### config.mk
export PLATFORM = sky130hd
export DESIGN_NAME = shift_seq_ctrl
export DESIGN_NICKNAME = d
export VERILOG_FILES = /design/src/rtl/shift_seq_ctrl.sv
export SDC_FILE = /design/constraint.sdc
export NUM_CORES = 1
export LEC_CHECK = 0
export ABC_AREA = 1
export BUFFER_PORTS_ARGS = -buffer_cell sky130_fd_sc_hd__clkbuf_2
export CAP_MARGIN = 25
export CORE_ASPECT_RATIO = 1.4
export CORE_MARGIN = 3
export CORE_UTILIZATION = 63
export DETAILED_ROUTE_END_ITERATION = 6
export GPL_ROUTABILITY_DRIVEN = 0
export PLACE_DENSITY = 0.84
export RECOVER_POWER = 25
export SYNTH_ARGS = -nofsm -noshare
export SYNTH_HDL_FRONTEND = slang
export SYNTH_SLANG_ARGS = --single-unit
### constraint.sdc
create_clock -name i_clk -period 3.89 [get_ports i_clk]
set_input_delay 0 -clock i_clk [delete_from_list [all_inputs] [get_ports i_clk]]
set_output_delay 0 -clock i_clk [all_outputs]
set_load 0.01 [all_outputs]
### src/rtl/shift_seq_ctrl.sv
// Multi-cycle SLL/SRL/SRA sequencer: one right-shift datapath of at most STEP bits per cycle.
// Left shifts run as bit-reverse -> right shift -> bit-reverse.
module reverse_32bit (
  input  logic [31:0] i_data,
  output logic [31:0] o_data
);
  for (genvar i = 0; i < 32; i++) begin : g_rev
    assign o_data[i] = i_data[31-i];
  end
endmodule

module shift_seq_ctrl #(
  parameter int STEP = 8
) (
  input  logic        i_clk,
  input  logic        i_rst_n,
  input  logic        i_flush,
  input  logic        i_valid,
  output logic        o_ready,
  input  logic [1:0]  i_op,
  input  logic [31:0] i_data,
  input  logic [4:0]  i_shamt,
  output logic        o_valid,
  input  logic        i_ready,
  output logic [31:0] o_data,
  output logic        o_busy
);
  typedef enum logic [1:0] {IDLE, SHIFT, DONE} state_t;
  localparam logic [1:0] OP_SLL = 2'b00;
  localparam logic [1:0] OP_SRA = 2'b10;
  localparam logic [5:0] STEP_W = 6'(STEP);

  state_t      state_q;
  logic [1:0]  op_q;
  logic        sign_q;
  logic [4:0]  rem_q;
  logic [31:0] work_q;
  logic        o_valid_q;
  logic [31:0] o_data_q;

  logic [31:0] rev_in, rev_work;
  logic [4:0]  amt, rem_d;
  logic [32:0] ext_sh;
  logic [31:0] work_d;

  reverse_32bit u_rev_in   (.i_data(i_data), .o_data(rev_in));
  reverse_32bit u_rev_work (.i_data(work_q), .o_data(rev_work));

  // Sign bit rides as bit 32 so the arithmetic shift fills with it; zero for SLL/SRL.
  always_comb begin
    amt    = ({1'b0, rem_q} < STEP_W) ? rem_q : STEP_W[4:0];
    ext_sh = 33'($signed({sign_q, work_q}) >>> amt);
    work_d = ext_sh[31:0];
    rem_d  = rem_q - amt;
  end

  always_ff @(posedge i_clk or negedge i_rst_n) begin
    if (!i_rst_n) begin
      state_q   <= IDLE;
      op_q      <= 2'b00;
      sign_q    <= 1'b0;
      rem_q     <= 5'd0;
      work_q    <= 32'd0;
      o_valid_q <= 1'b0;
      o_data_q  <= 32'd0;
    end else if (i_flush) begin
      state_q   <= IDLE;
      o_valid_q <= 1'b0;
    end else begin
      case (state_q)
        IDLE: if (i_valid) begin
          op_q    <= i_op;
          sign_q  <= (i_op == OP_SRA) && i_data[31];
          rem_q   <= i_shamt;
          work_q  <= (i_op == OP_SLL) ? rev_in : i_data;
          state_q <= SHIFT;
        end
        SHIFT: if (rem_q == 5'd0) begin
          o_data_q <= (op_q == OP_SLL) ? rev_work : work_q;
          state_q  <= DONE;
        end else begin
          work_q <= work_d;
          rem_q  <= rem_d;
        end
        DONE: if (!o_valid_q) begin
          o_valid_q <= 1'b1;
        end else if (i_ready) begin
          o_valid_q <= 1'b0;
          state_q   <= IDLE;
        end
        default: state_q <= IDLE;
      endcase
    end
  end

  assign o_ready = (state_q == IDLE) && !i_flush;
  assign o_busy  = (state_q != IDLE);
  assign o_valid = o_valid_q;
  assign o_data  = o_data_q;
endmodule

After elaboration in Yosys (flattened, before gate mapping)
Cells that the tools add are included.
{ "op_classes": {"muxes": 19, "add_sub_neg": 1, "n_shift": 1, "bitwise_logic": 1, "n_reduce_logical": 14, "order_cmp": 1, "eq_ne": 9} }
{ "op_table": {"columns": ["cell", "n"], "rows": [
  ["$mux W32", 4],
  ["$pmux W32 S2", 1],
  ["$sshr A33 B5 Y32", 1],
  ["$mux W5", 3],
  ["$ne A3 B3 Y1 const B", 4],
  ["$mux W2", 5],
  ["$pmux W5 S2", 1],
  ["$reduce_and A4 Y1", 2],
  ["$logic_not A2 Y1", 3],
  ["$pmux W2 S3", 1],
  ["$reduce_and A3 Y1", 2],
  ["$reduce_bool A2 Y1", 3],
  ["$logic_not A5 Y1", 1],
  ["$lt A5 B4 Y1 const B", 1],
  ["$sub A5 B5 Y5", 1],
  ["$eq A2 B2 Y1 const B", 2],
  ["$mux W1", 4],
  ["$ne A2 B2 Y1 const B", 2],
  ["$eq A2 B1 Y1 const B", 1],
  ["$logic_and A1 B1 Y1", 2],
  ["$logic_not A1 Y1", 1],
  ["$not A1 Y1", 1]
]} }
{ "totals": {"register_bits": 75, "out_inout_bits": 35, "in_bits": 44} }

Depth between registers and ports, before layout
Gate-level depths: netlist of run 1.
{ "depth": {"ltp_word": 5, "depth_mapped": 11} }

By module
Synthesis of run 1 repeated with hierarchy kept, for this count alone.
{ "unflattened": {"hier_cells": 922, "hier_area_um2": 5885.6} }
{ "by_module_without_submodules": {"columns": ["module", "cells_each", "seq_area_each_um2", "n_inst", "area_per_inst_um2"], "rows": [
  ["shift_seq_ctrl", 858, 1876.8, 1, 5405.2],
  ["reverse_32bit", 32, 0.0, 2, 240.2]
]} }

Least setup slack after synthesis of run 1
No wires, ideal clock.
{ "synth_path": {"path_type": "register to register", "startpoint": "reg state_q[0]", "endpoint": "reg work_q[2]", "path_buffers": 1, "required_ns": 3.772, "arrival_time_ns": 1.473, "setup_slack_ns": 2.300, "stages_incl_launch_ff": 10, "path_cell_list": "dfrtp_1 > inv_1 > nand2_1 > nor2_1 > nand2_2 > clkbuf_1 > o21ai_0 > o21ai_1 > a21oi_1 > nor2_1"} }
{ "synth_between": {"elab_chain_cells": 3, "word_cells_on_any_way": 7, "cone_classes": "3 x eq/ne; 1 x mux; 3 x reduce/logical"} }
{ "synth_rtl": {"columns": ["item", "line", "rtl"], "rows": [
  ["from (decl)", "33", "state_t state_q;"],
  ["from (signal assigned)", "59", "state_q <= IDLE;"],
  ["from (signal assigned)", "67", "state_q <= IDLE;"],
  ["from (signal assigned)", "76", "state_q <= SHIFT;"],
  ["$eq A2 B1 Y1 or $logic_not A2 Y1 (tied branches)", "70", "case (state_q)"],
  ["$ne A2 B2 Y1 (no line) or $reduce_bool A2 Y1 (tied branches)", null, null],
  ["$reduce_and A4 Y1 (no line)", null, null],
  ["to (signal assigned)", "75", "work_q <= (i_op == OP_SLL) ? rev_in : i_data;"],
  ["to (signal assigned)", "82", "work_q <= work_d;"],
  ["to (decl)", "37", "logic [31:0] work_q;"]
]} }
Several ways; a longest one is shown, not always the timed one.
A chain may end at the register's enable or synchronous reset.

Worst setup path in the final report of run 1
{ "layout_path": {"startpoint": "reg rem_q[3]", "endpoint": "reg work_q[8]"} }
{ "layout_between": {"elab_chain_cells": 5, "word_cells_on_any_way": 8, "cone_classes": "1 x order compare; 1 x eq/ne; 1 x shift; 3 x mux; 2 x reduce/logical"} }
{ "layout_rtl": {"columns": ["item", "line", "rtl"], "rows": [
  ["from (decl)", "36", "logic [4:0] rem_q;"],
  ["from (signal assigned)", "74", "rem_q <= i_shamt;"],
  ["from (signal assigned)", "83", "rem_q <= rem_d;"],
  ["$lt A5 B4 Y1", "51", "amt = ({1'b0, rem_q} < STEP_W) ? rem_q : STEP_W[4:0];"],
  ["$mux W5", "51", null],
  ["$sshr A33 B5 Y32", "52", "ext_sh = 33'($signed({sign_q, work_q}) >>> amt);"],
  ["$mux W32", "78", "SHIFT: if (rem_q == 5'd0) begin"],
  ["$pmux W32 S2", "70", null]
]} }
Several ways; a longest one is shown, not always the timed one. The select of a mux whose other input is x is not followed.

==> impl_metrics.yaml, run 1 <==
outcome:
  status: "finished, violations left"
  failed_checks: "hold timing, capacitance limit, slew limit"
floorplan:
  die_w_um: 83.3
  ios: 79
  design.core.area_um2: 7940
  initial_core_util: 0.664
  dieArea_um2: 9520
  rows: 38
  die_h_um: 114
power:
  power_frac_seq: 0.305
  intPower_w: 0.00228
  power.switching_w: 0.00226
  p_leak_nw: 3.05
  power_frac_comb: 0.546
  peakVddDrop_v: 0.000392
  pwr-share-clk: 0.149
  switching_share: 0.498
  p_per_area_nw_per_um2: 756
logic_synthesis:
  synth_warnings: 0
  avgSynthCellArea_um2: 6.39
  synth_fp_nets: 870
  synth_top_area_cell: "dfrtp_1"
  synth-seq-cells: 75
  synth_common_cells: "nand2_1, nand3_1, o21ai_0, dfrtp_1, inv_1"
  yosysMostFrequentCell: "nand2_1"
  synth_edf_count: 0
  synthTopCellsByArea: "dfrtp_1, nand3_1, nand2_1"
  netlist-cell-type-count: 31
  synthFlopType: "dfrtp_1"
  syn-cell-area_um2: 5280
  synth_top_area_share: 0.356
  synthCells: 825
  synth_seq_area_share: 0.356
  ys_async_sr_fraction: 1.00
worst_setup_path:
  cp_top_family: "simple AND/OR/NAND/NOR gates"
  r2r_slack_ps: 1200
  crit_cells: 9
  path_buf_inv: 1
  slowest_delay_ps: 630
  reg2reg_from: "rem_q[3]"
  worst-setup-path-type: "flop to flop"
  worst-path-max-fanout: 34
  cpMaxStageDelayCell: "nor2_4"
  required_ps: 4140
  rr_endpoint: "work_q[8]"
  path_cells: "nor2_4 -> nand2_2 -> nand2_1 -> nand3_1 -> nand2_1 -> nand2_1 -> nand2_1 -> inv_1 -> a22oi_1"
  cp-end-kind: "flop"
  startpoint_type: "flop"
  cpMostUsedCell: "nand2_1"
  reg2reg_depth: 9
  arrival_ps: 2940
layout:
  nets: 933
  multiInputGateArea_um2: 2910
  syn2layout_area_growth_pct: 13.8
  drive_gt1_frac: 0.132
  antenna_cells: 0
  seqCellArea_um2: 1880
  fillCellCount: 656
timing:
  setup_viol: 0
  fin_skew_ps: 7.80
  final_max_slew_viol_count: 75
  worst_pin_slew_ps: 1890
  timing.hold.ws_ps: -40.1
  maxSlewHeadroom: -0.259
  fin_ws_ps: 1200
  period_needed_ps: 2690
  fin_setup_tns_ps: 0
  rsz0062_at_grt: "no"
  fmax_mhz: 372
  fin_crit_sh: 0.690
  hold_viol: 1
grt:
  grt_max_degree: 76
  grt_util_all_layers: 0.346
  grt_pass1_vias: 5535
  antenna_found_initial: 0
  grt_pass1_wl_um: 26500
  overflow: 0
clock_network:
  htree_levels: 3
  clockRootBuffer: "clkbuf_8"
  cts_buffers: 9
  cts.sinks: 75
  path_clk_slew_ps: 80
  insertion_delay_ps: 360
  cts_max_path_buffers: 2
  postCtsSetupBuffers: 0
  cts_tree: "yes"
placed_design:
  dpl.hpwl_um: 11400
  preCtsSetupSlack_ps: 1360
  port-buffer-count: 78
drt:
  via_per_inst: 6.23
  ant_nets: 0
  firstDrtPassIters: 6
  vias: 6172
  wirelength_um: 16500
  drc_errors: 0
  wl_per_cell_um: 16.7
  drtIter0Drc: 999
min_path:
  worstHoldPathType: "input pin to async pin"
flow_run:
  drv_cap: 1
## stage by stage
step | instance area, µm² | power, W | cells | utilization
after floorplan | 5280 | 0.00306 | 825 | -
after global placement | 5610 | 0.00367 | 960 | 0.707
after detailed placement | 5620 | 0.00374 | 961 | 0.708
after CTS | 5970 | 0.00443 | 988 | 0.752
after global routing | 6000 | 0.00486 | 991 | 0.756
final | 6000 | 0.00454 | 991 | 0.756
## kinds of logic (layout without fill, tap and decap cells)
kind of cell | Yosys count | in the layout | synth area share
other cells | 1 | 1 | 0.000711
compound gates | 179 | 179 | 0.180
flops | 75 | 75 | 0.356
simple gates | 449 | 449 | 0.366
buf+inv | 120 | 186 | 0.0949
fa+ha+maj | 1 | 1 | 0.00237
## routing by layer
metal  routed length [µm]  track usage  vias to the layer above
li1                     -            -                     2871
met1                 6260        0.438                     2744
met2                 7480        0.556                      458
met3                 1830       0.0713                       99
met4                  945        0.191                        0
met5                    0            0                        -
## placed cells by master (no fill, tap or decap), types with 3 or more instances in the layout
master	n
o22ai_1	3
dfrtp_1	75
nor2_4	3
a21oi_1	53
nand3_1	162
nand2_2	6
o21ai_0	99
dlygate4sd3_1	13
clkbuf_2	78
nand2_1	211
o211ai_1	6
buf_4	6
clkbuf_8	11
o21ai_1	6
a22oi_1	7
inv_1	65
nor2_1	62
inv_2	5
## state kept, by name (all words and copies together) (netlist names)
| register | count |
|---|---|
| work_q | 32 |
| op_q | 2 |
| o_valid | 1 |
| o_data | 32 |
| state_q | 2 |
| sign_q | 1 |
| rem_q | 5 |
## worst max path at each step
stage / endpoint / startpoint / slack, ps
6_report: work_q[8] / rem_q[3] / 1200
2_1_floorplan: work_q[2] / state_q[0] / 2300
4_1_cts: work_q[21] / rem_q[3] / 1310
5_1_grt: work_q[1] / rem_q[3] / 1060
3_3_place_gp: work_q[17] / rem_q[3] / 1390
3_5_place_dp: work_q[21] / rem_q[3] / 1360
## final cells by class
class	instances	area share
Multi-Input combinational cell	630	0.484
Inverter	71	0.0444
Timing Repair Buffer	101	0.103
Clock inverter	2	0.0100
Sequential cell	75	0.313
Tap cell	100	0.0208
Clock buffer	12	0.0258
## what timing repair did
item,CTS,global route
hold buffers,13,0
gates resized for setup,0,0
endpoints found under the hold margin,85,0
## worst register-to-register path, stage by stage (launching register included)
cell and delay (ps):
dfrtp_1 430, nor2_4 630, nand2_2 630, nand2_1 240
nand3_1 150, nand2_1 120, nand2_1 50, nand2_1 60
inv_1 60, a22oi_1 220
## power by group through the flow
stage | clock network (W) | registers [W] | logic, W
CTS | 0.000679 | 0.00137 | 0.00238
detailed placement | 0 | 0.00138 | 0.00235
global placement | 0 | 0.00137 | 0.00230
global route | 0.000710 | 0.00141 | 0.00274
finish | 0.000675 | 0.00138 | 0.00248
floorplan | 0 | 0.00136 | 0.00171
(Power assumes the default switching activity.)
==> inputs of run 2 (changes only) <==
--- a/config.mk
+++ b/config.mk
@@ -5,15 +5,15 @@
 export SDC_FILE = /design/constraint.sdc
 export NUM_CORES = 1
 export LEC_CHECK = 0
-export ABC_AREA = 1
+export ABC_AREA = 0
 export BUFFER_PORTS_ARGS = -buffer_cell sky130_fd_sc_hd__clkbuf_2
 export CAP_MARGIN = 25
 export CORE_ASPECT_RATIO = 1.4
 export CORE_MARGIN = 3
-export CORE_UTILIZATION = 63
+export CORE_UTILIZATION = 58
 export DETAILED_ROUTE_END_ITERATION = 6
 export GPL_ROUTABILITY_DRIVEN = 0
-export PLACE_DENSITY = 0.84
+export PLACE_DENSITY = 0.78
 export RECOVER_POWER = 25
 export SYNTH_ARGS = -nofsm -noshare
 export SYNTH_HDL_FRONTEND = slang
==> constraint.sdc (replaced) <==
create_clock -name i_clk -period 2.7 [get_ports i_clk]
set_input_delay 0 -clock i_clk [delete_from_list [all_inputs] [get_ports i_clk]]
set_output_delay 0 -clock i_clk [all_outputs]
set_load 0.01 [all_outputs]
==> run 2 against run 1 <==
  * The run ends with capacitance limit, slew limit left
  * Critical path type unchanged
  * Flip-flop and latch count unchanged
  * Setup slack got worse by 910 ps
  * Sequential share of layout area is 0.052 points higher
  * Power up 58%
  * Hold slack better by 120 ps
  * Cell count down 18%
  * Combinational power increased by 39%
  * Cell area shrank 0.17%
  * Largest cell class unchanged
  * Utilization down 3.8 points
  * Clock power up 96%
==> impl_metrics.yaml, run 2 <==
logic_synthesis:
  avgSynthCellArea_um2: 7.91
  synth_top_area_cell: "dfrtp_1"
  synth-seq-cells: 75
  synth_seq_area_share: 0.371
  synthFlopType: "dfrtp_1"
  netlist-cell-type-count: 55
  synth_top_area_share: 0.371
  synthTopCellsByArea: "dfrtp_1, mux2i_1, nand2_1"
  syn-cell-area_um2: 5060
  synth_warnings: 0
  synth_fp_nets: 685
  synthCells: 640
  synth_edf_count: 0
  yosysMostFrequentCell: "nand2_1"
  ys_async_sr_fraction: 1.00
  synth_common_cells: "nand2_1, a21oi_1, nor2_1, dfrtp_1, mux2i_1"
worst_setup_path:
  path_buf_inv: 1
  path_cells: "or3b_1 -> buf_4 -> nand2_1 -> a22oi_1 -> a222oi_1 -> a21oi_1"
  crit_end: "work_q[15]"
  slowest_delay_ps: 730
  cpMaxStageDelayCell: "or3b_1"
  required_ps: 2910
  cp_top_family: "simple AND/OR/NAND/NOR gates"
  rr_endpoint: "work_q[15]"
  crit_cells: 6
  cp-end-kind: "flop"
  arrival_ps: 2620
  startpoint_type: "flop"
  startpoint: "rem_q[1]"
  r2r_slack_ps: 300
  worst-setup-path-type: "flop to flop"
  worst-path-max-fanout: 21
  reg2reg_from: "rem_q[1]"
  reg2reg_depth: 6
floorplan:
  dieArea_um2: 9900
  die_w_um: 85.0
  initial_core_util: 0.607
  die_h_um: 117
  design.core.area_um2: 8340
  ios: 79
  rows: 39
clock_network:
  cts.sinks: 75
  postCtsSetupBuffers: 0
  cts_buffers: 9
  htree_levels: 3
  insertion_delay_ps: 340
  cts_tree: "yes"
  cts_max_path_buffers: 2
  clockRootBuffer: "clkbuf_16"
  path_clk_slew_ps: 60
grt:
  grt_pass1_wl_um: 26000
  antenna_found_initial: 0
  overflow: 0
  grt_pass1_vias: 5195
  grt_util_all_layers: 0.331
  grt_max_degree: 47
drt:
  vias: 5457
  wl_per_cell_um: 19.5
  wirelength_um: 15900
  drc_errors: 0
  drtIter0Drc: 1086
  via_per_inst: 6.70
  ant_nets: 0
  firstDrtPassIters: 6
power:
  p_leak_nw: 2.71
  intPower_w: 0.00382
  p_per_area_nw_per_um2: 1200
  peakVddDrop_v: 0.000654
  power_frac_seq: 0.336
  pwr-share-clk: 0.184
  power_frac_comb: 0.480
  power.switching_w: 0.00335
  switching_share: 0.467
timing:
  worst_pin_slew_ps: 1500
  fin_ws_ps: 295
  period_needed_ps: 2400
  fmax_mhz: 416
  rsz0062_at_grt: "no"
  setup_viol: 0
  maxSlewHeadroom: -0.00185
  final_max_slew_viol_count: 26
  hold_viol: 0
  fin_setup_tns_ps: 0
  fin_crit_sh: 0.891
  fin_skew_ps: 6.53
outcome:
  status: "finished, violations left"
  failed_checks: "capacitance limit, slew limit"
layout:
  nets: 753
  final_common_cell: "nand2_1"
  antenna_cells: 0
  final_cell_mix: "nand2_1, a21oi_1, nor2_1, dfrtp_1, mux2i_1"
  fillCellCount: 697
  drive_gt1_frac: 0.164
  syn2layout_area_growth_pct: 18.4
placed_design:
  port-buffer-count: 78
  preCtsSetupSlack_ps: 285
  dpl.hpwl_um: 11100
min_path:
  worstHoldPathType: "input pin to flop"
flow_run:
  drv_cap: 1
run 2: worst min path at each step:
stage	start	to	slack, ps	cells past startpoint
4_1_cts	i_valid	op_q[0]	70	4
6_report	i_data[0]	work_q[31]	80	4
5_1_grt	i_data[7]	work_q[7]	110	5
3_5_place_dp	i_rst_n	o_data[31]	40	1
3_3_place_gp	i_rst_n	o_data[31]	50	1
2_1_floorplan	i_rst_n	o_data[0]	-300	0
run 2: kinds of logic after synthesis:
kind of cell               Yosys count  share of synthesized area
buffers and inverters               62                     0.0534
muxes                               64                      0.134
DFF                                 75                      0.371
AOI/OAI and AO/OA                  177                      0.223
other                                1                   0.000741
and+or+nand+nor                    260                      0.215
adders and majority gates            1                    0.00247
run 2: final cells by class:
type	instances	area, µm²	area share
Clock inverter	7	101	0.0169
Inverter	5	18.8	0.00313
Multi-Input combinational cell	503	2950	0.491
Clock buffer	9	225	0.0376
Sequential cell	75	1880	0.313
Tap cell	102	128	0.0213
Timing Repair Buffer	114	699	0.117
run 2: repair_timing:
| item | CTS | global route |
|---|---|---|
| gates resized for setup | 0 | 1 |
| endpoints found under the hold margin | 34 | 0 |
| hold buffers | 12 | 0 |
| setup endpoints to repair | 0 | 1 |
run 2: layer usage:
metal  vias up  wire length, µm  track usage
met4         0              885        0.193
met1      2481             6050        0.425
met3       120             1800       0.0727
met5         -                0            0
li1       2429                -            -
met2       427             7140        0.517
run 2: metrics by stage:
step                cell area [µm²]  std cells  hold WS, ps  power [W]   util
floorplan                      5060        640         -296    0.00456      -
global placement               5570        787         51.5    0.00560  0.667
detailed placement             5570        787         40.2    0.00570  0.667
CTS                            6020        815         67.4    0.00705  0.721
global route                   5990        815          106    0.00758  0.718
finish                         5990        815         81.4    0.00717  0.718
run 2: power groups by stage:
stage / Sequential, W / Clock, W / Combinational [W]
after global routing: 0.00246 / 0.00137 / 0.00375
after global placement: 0.00235 / 0 / 0.00325
final: 0.00241 / 0.00132 / 0.00344
after floorplan: 0.00211 / 0 / 0.00246
after detailed placement: 0.00237 / 0 / 0.00333
after CTS: 0.00235 / 0.00132 / 0.00338
run 2: worst register-to-register path, stage by stage, from the launching register on:
cell,delay (ps)
dfrtp_1,580
or3b_1,730
buf_4,340
nand2_1,80
a22oi_1,90
a222oi_1,340
a21oi_1,120
==> inputs of run 3 (changes only) <==
--- a/config.mk
+++ b/config.mk
@@ -14,7 +14,7 @@
 export DETAILED_ROUTE_END_ITERATION = 6
 export GPL_ROUTABILITY_DRIVEN = 0
 export PLACE_DENSITY = 0.78
-export RECOVER_POWER = 25
+export RECOVER_POWER = 100
 export SYNTH_ARGS = -nofsm -noshare
 export SYNTH_HDL_FRONTEND = slang
 export SYNTH_SLANG_ARGS = --single-unit
==> run 3 against run 2 <==
  * The flow still finishes with violations (capacitance limit, slew limit)
  * Count of clock-buffer cells in the layout unchanged
  * Register-to-register slack got worse by 50 ps
  * Power about the same
  * Clock power about the same
  * Critical path depth unchanged
  * Utilization decreased by 0.28 points
  * Maximum frequency decreased by 2.0%
==> impl_metrics.yaml, run 3 (same netlist as run 2, synthesis figures left out) <==
outcome:
  status: "finished, violations left"
  failed_checks: "capacitance limit, slew limit"
clock_network:
  clockRootBuffer: "clkbuf_16"
  cts_max_path_buffers: 2
  postCtsSetupBuffers: 0
  cts_tree: "yes"
  cts.sinks: 75
  htree_levels: 3
  path_clk_slew_ps: 60
  insertion_delay_ps: 340
  cts_buffers: 9
floorplan:
  die_w_um: 85.0
  initial_core_util: 0.607
  design.core.area_um2: 8340
  die_h_um: 117
  rows: 39
  ios: 79
  dieArea_um2: 9900
timing:
  fmax_mhz: 407
  rsz0062_at_grt: "no"
  timing.hold.ws_ps: 76.0
  fin_setup_tns_ps: 0
  period_needed_ps: 2450
  fin_crit_sh: 0.909
  hold_viol: 0
  maxSlewHeadroom: -0.000325
  final_max_slew_viol_count: 26
  worst_pin_slew_ps: 1500
  fin_skew_ps: 7.09
  setup_viol: 0
power:
  peakVddDrop_v: 0.000638
  p_per_area_nw_per_um2: 1200
  p_leak_nw: 2.67
drt:
  ant_nets: 0
  wl_per_cell_um: 19.6
  routedLengthMet1_um: 5970
  drtIter0Drc: 896
  wl_met2_um: 7060
  via_per_inst: 6.67
  met3_length_um: 1880
  vias: 5436
  wirelength_um: 15900
  drc_errors: 0
  firstDrtPassIters: 7
  dr.max_layer_used: "met4"
worst_setup_path:
  startpoint: "state_q[1]"
  arrival_ps: 2680
  worst-path-max-fanout: 11
  reg2reg_from: "state_q[1]"
  startpoint_type: "flop"
  cp-end-kind: "flop"
  required_ps: 2920
  worst-setup-path-type: "flop to flop"
layout:
  fin_area_um2: 5970
  syn2layout_area_growth_pct: 17.9
  antenna_cells: 0
  final_cell_mix: "nand2_1, a21oi_1, nor2_1"
  nets: 753
  drive_gt1_frac: 0.143
  final_common_cell: "nand2_1"
grt:
  grt_pass1_wl_um: 26000
  grt_pass1_vias: 5195
  grt_util_all_layers: 0.331
  antenna_found_initial: 0
  overflow: 0
  grt_max_degree: 47
flow_run:
  drv_cap: 1
placed_design:
  dpl.hpwl_um: 11100
  place_area_um2: 5570
  port-buffer-count: 78
min_path:
  worstHoldPathType: "input pin to flop"
  worstHoldStart: "i_data[0]"
[run 3: worst max-delay path: stages (launching register included)]
cell and delay (ps):
dfrtp_1 440, nand2b_1 390, a211oi_4 500, nor2_1 100
inv_1 370, o211ai_1 160, o32a_1 360
[run 3: path summary, 6_finish.rpt]
check | to | slack, ps | cells after the start
max | work_q[26] | 250 | 6
min | work_q[31] | 80 | 4
max reg2reg | work_q[26] | 250 | 6
min reg2reg | o_data[22] | 520 | 2
max in group asynchronous | rem_q[3] | 760 | 3
min in group asynchronous | o_data[31] | 550 | 2
[run 3: layer usage]
layer,GRT usage,vias up
li1,-,2434
met1,0.425,2450
met2,0.517,416
met3,0.0727,136
met4,0.193,0
met5,0,-
[run 3: report_power, final]
group / switching (W) / leakage [nW] / internal [W]
Sequential: 0.000818 / 0.912 / 0.00160
Clock: 0.000503 / 0.152 / 0.000815
Combinational: 0.00204 / 1.61 / 0.00138
[run 3: area by class of cell]
type / instances / area (µm²)
Timing Repair Buffer: 114 / 678
Tap cell: 102 / 128
Inverter: 5 / 18.8
Fill cell: 705 / 2370
Clock inverter: 7 / 101
Multi-Input combinational cell: 503 / 2940
Clock buffer: 9 / 225
Sequential cell: 75 / 1880
[run 3: stage by stage]
step	total power, W	cells	utilization	setup WS [ps]
finish	0.00716	815	0.716	245
global route	0.00756	815	0.716	70.8
CTS	0.00705	815	0.721	277
detailed placement	0.00570	787	0.667	285
global placement	0.00560	787	0.667	340
floorplan	0.00456	640	-	548
[run 3: repair_timing]
item / in CTS / in global routing
hold buffers: 12 / 0
gates resized for setup: 0 / 1
hold endpoints to repair: 34 / 0
setup endpoints to repair: 0 / 1
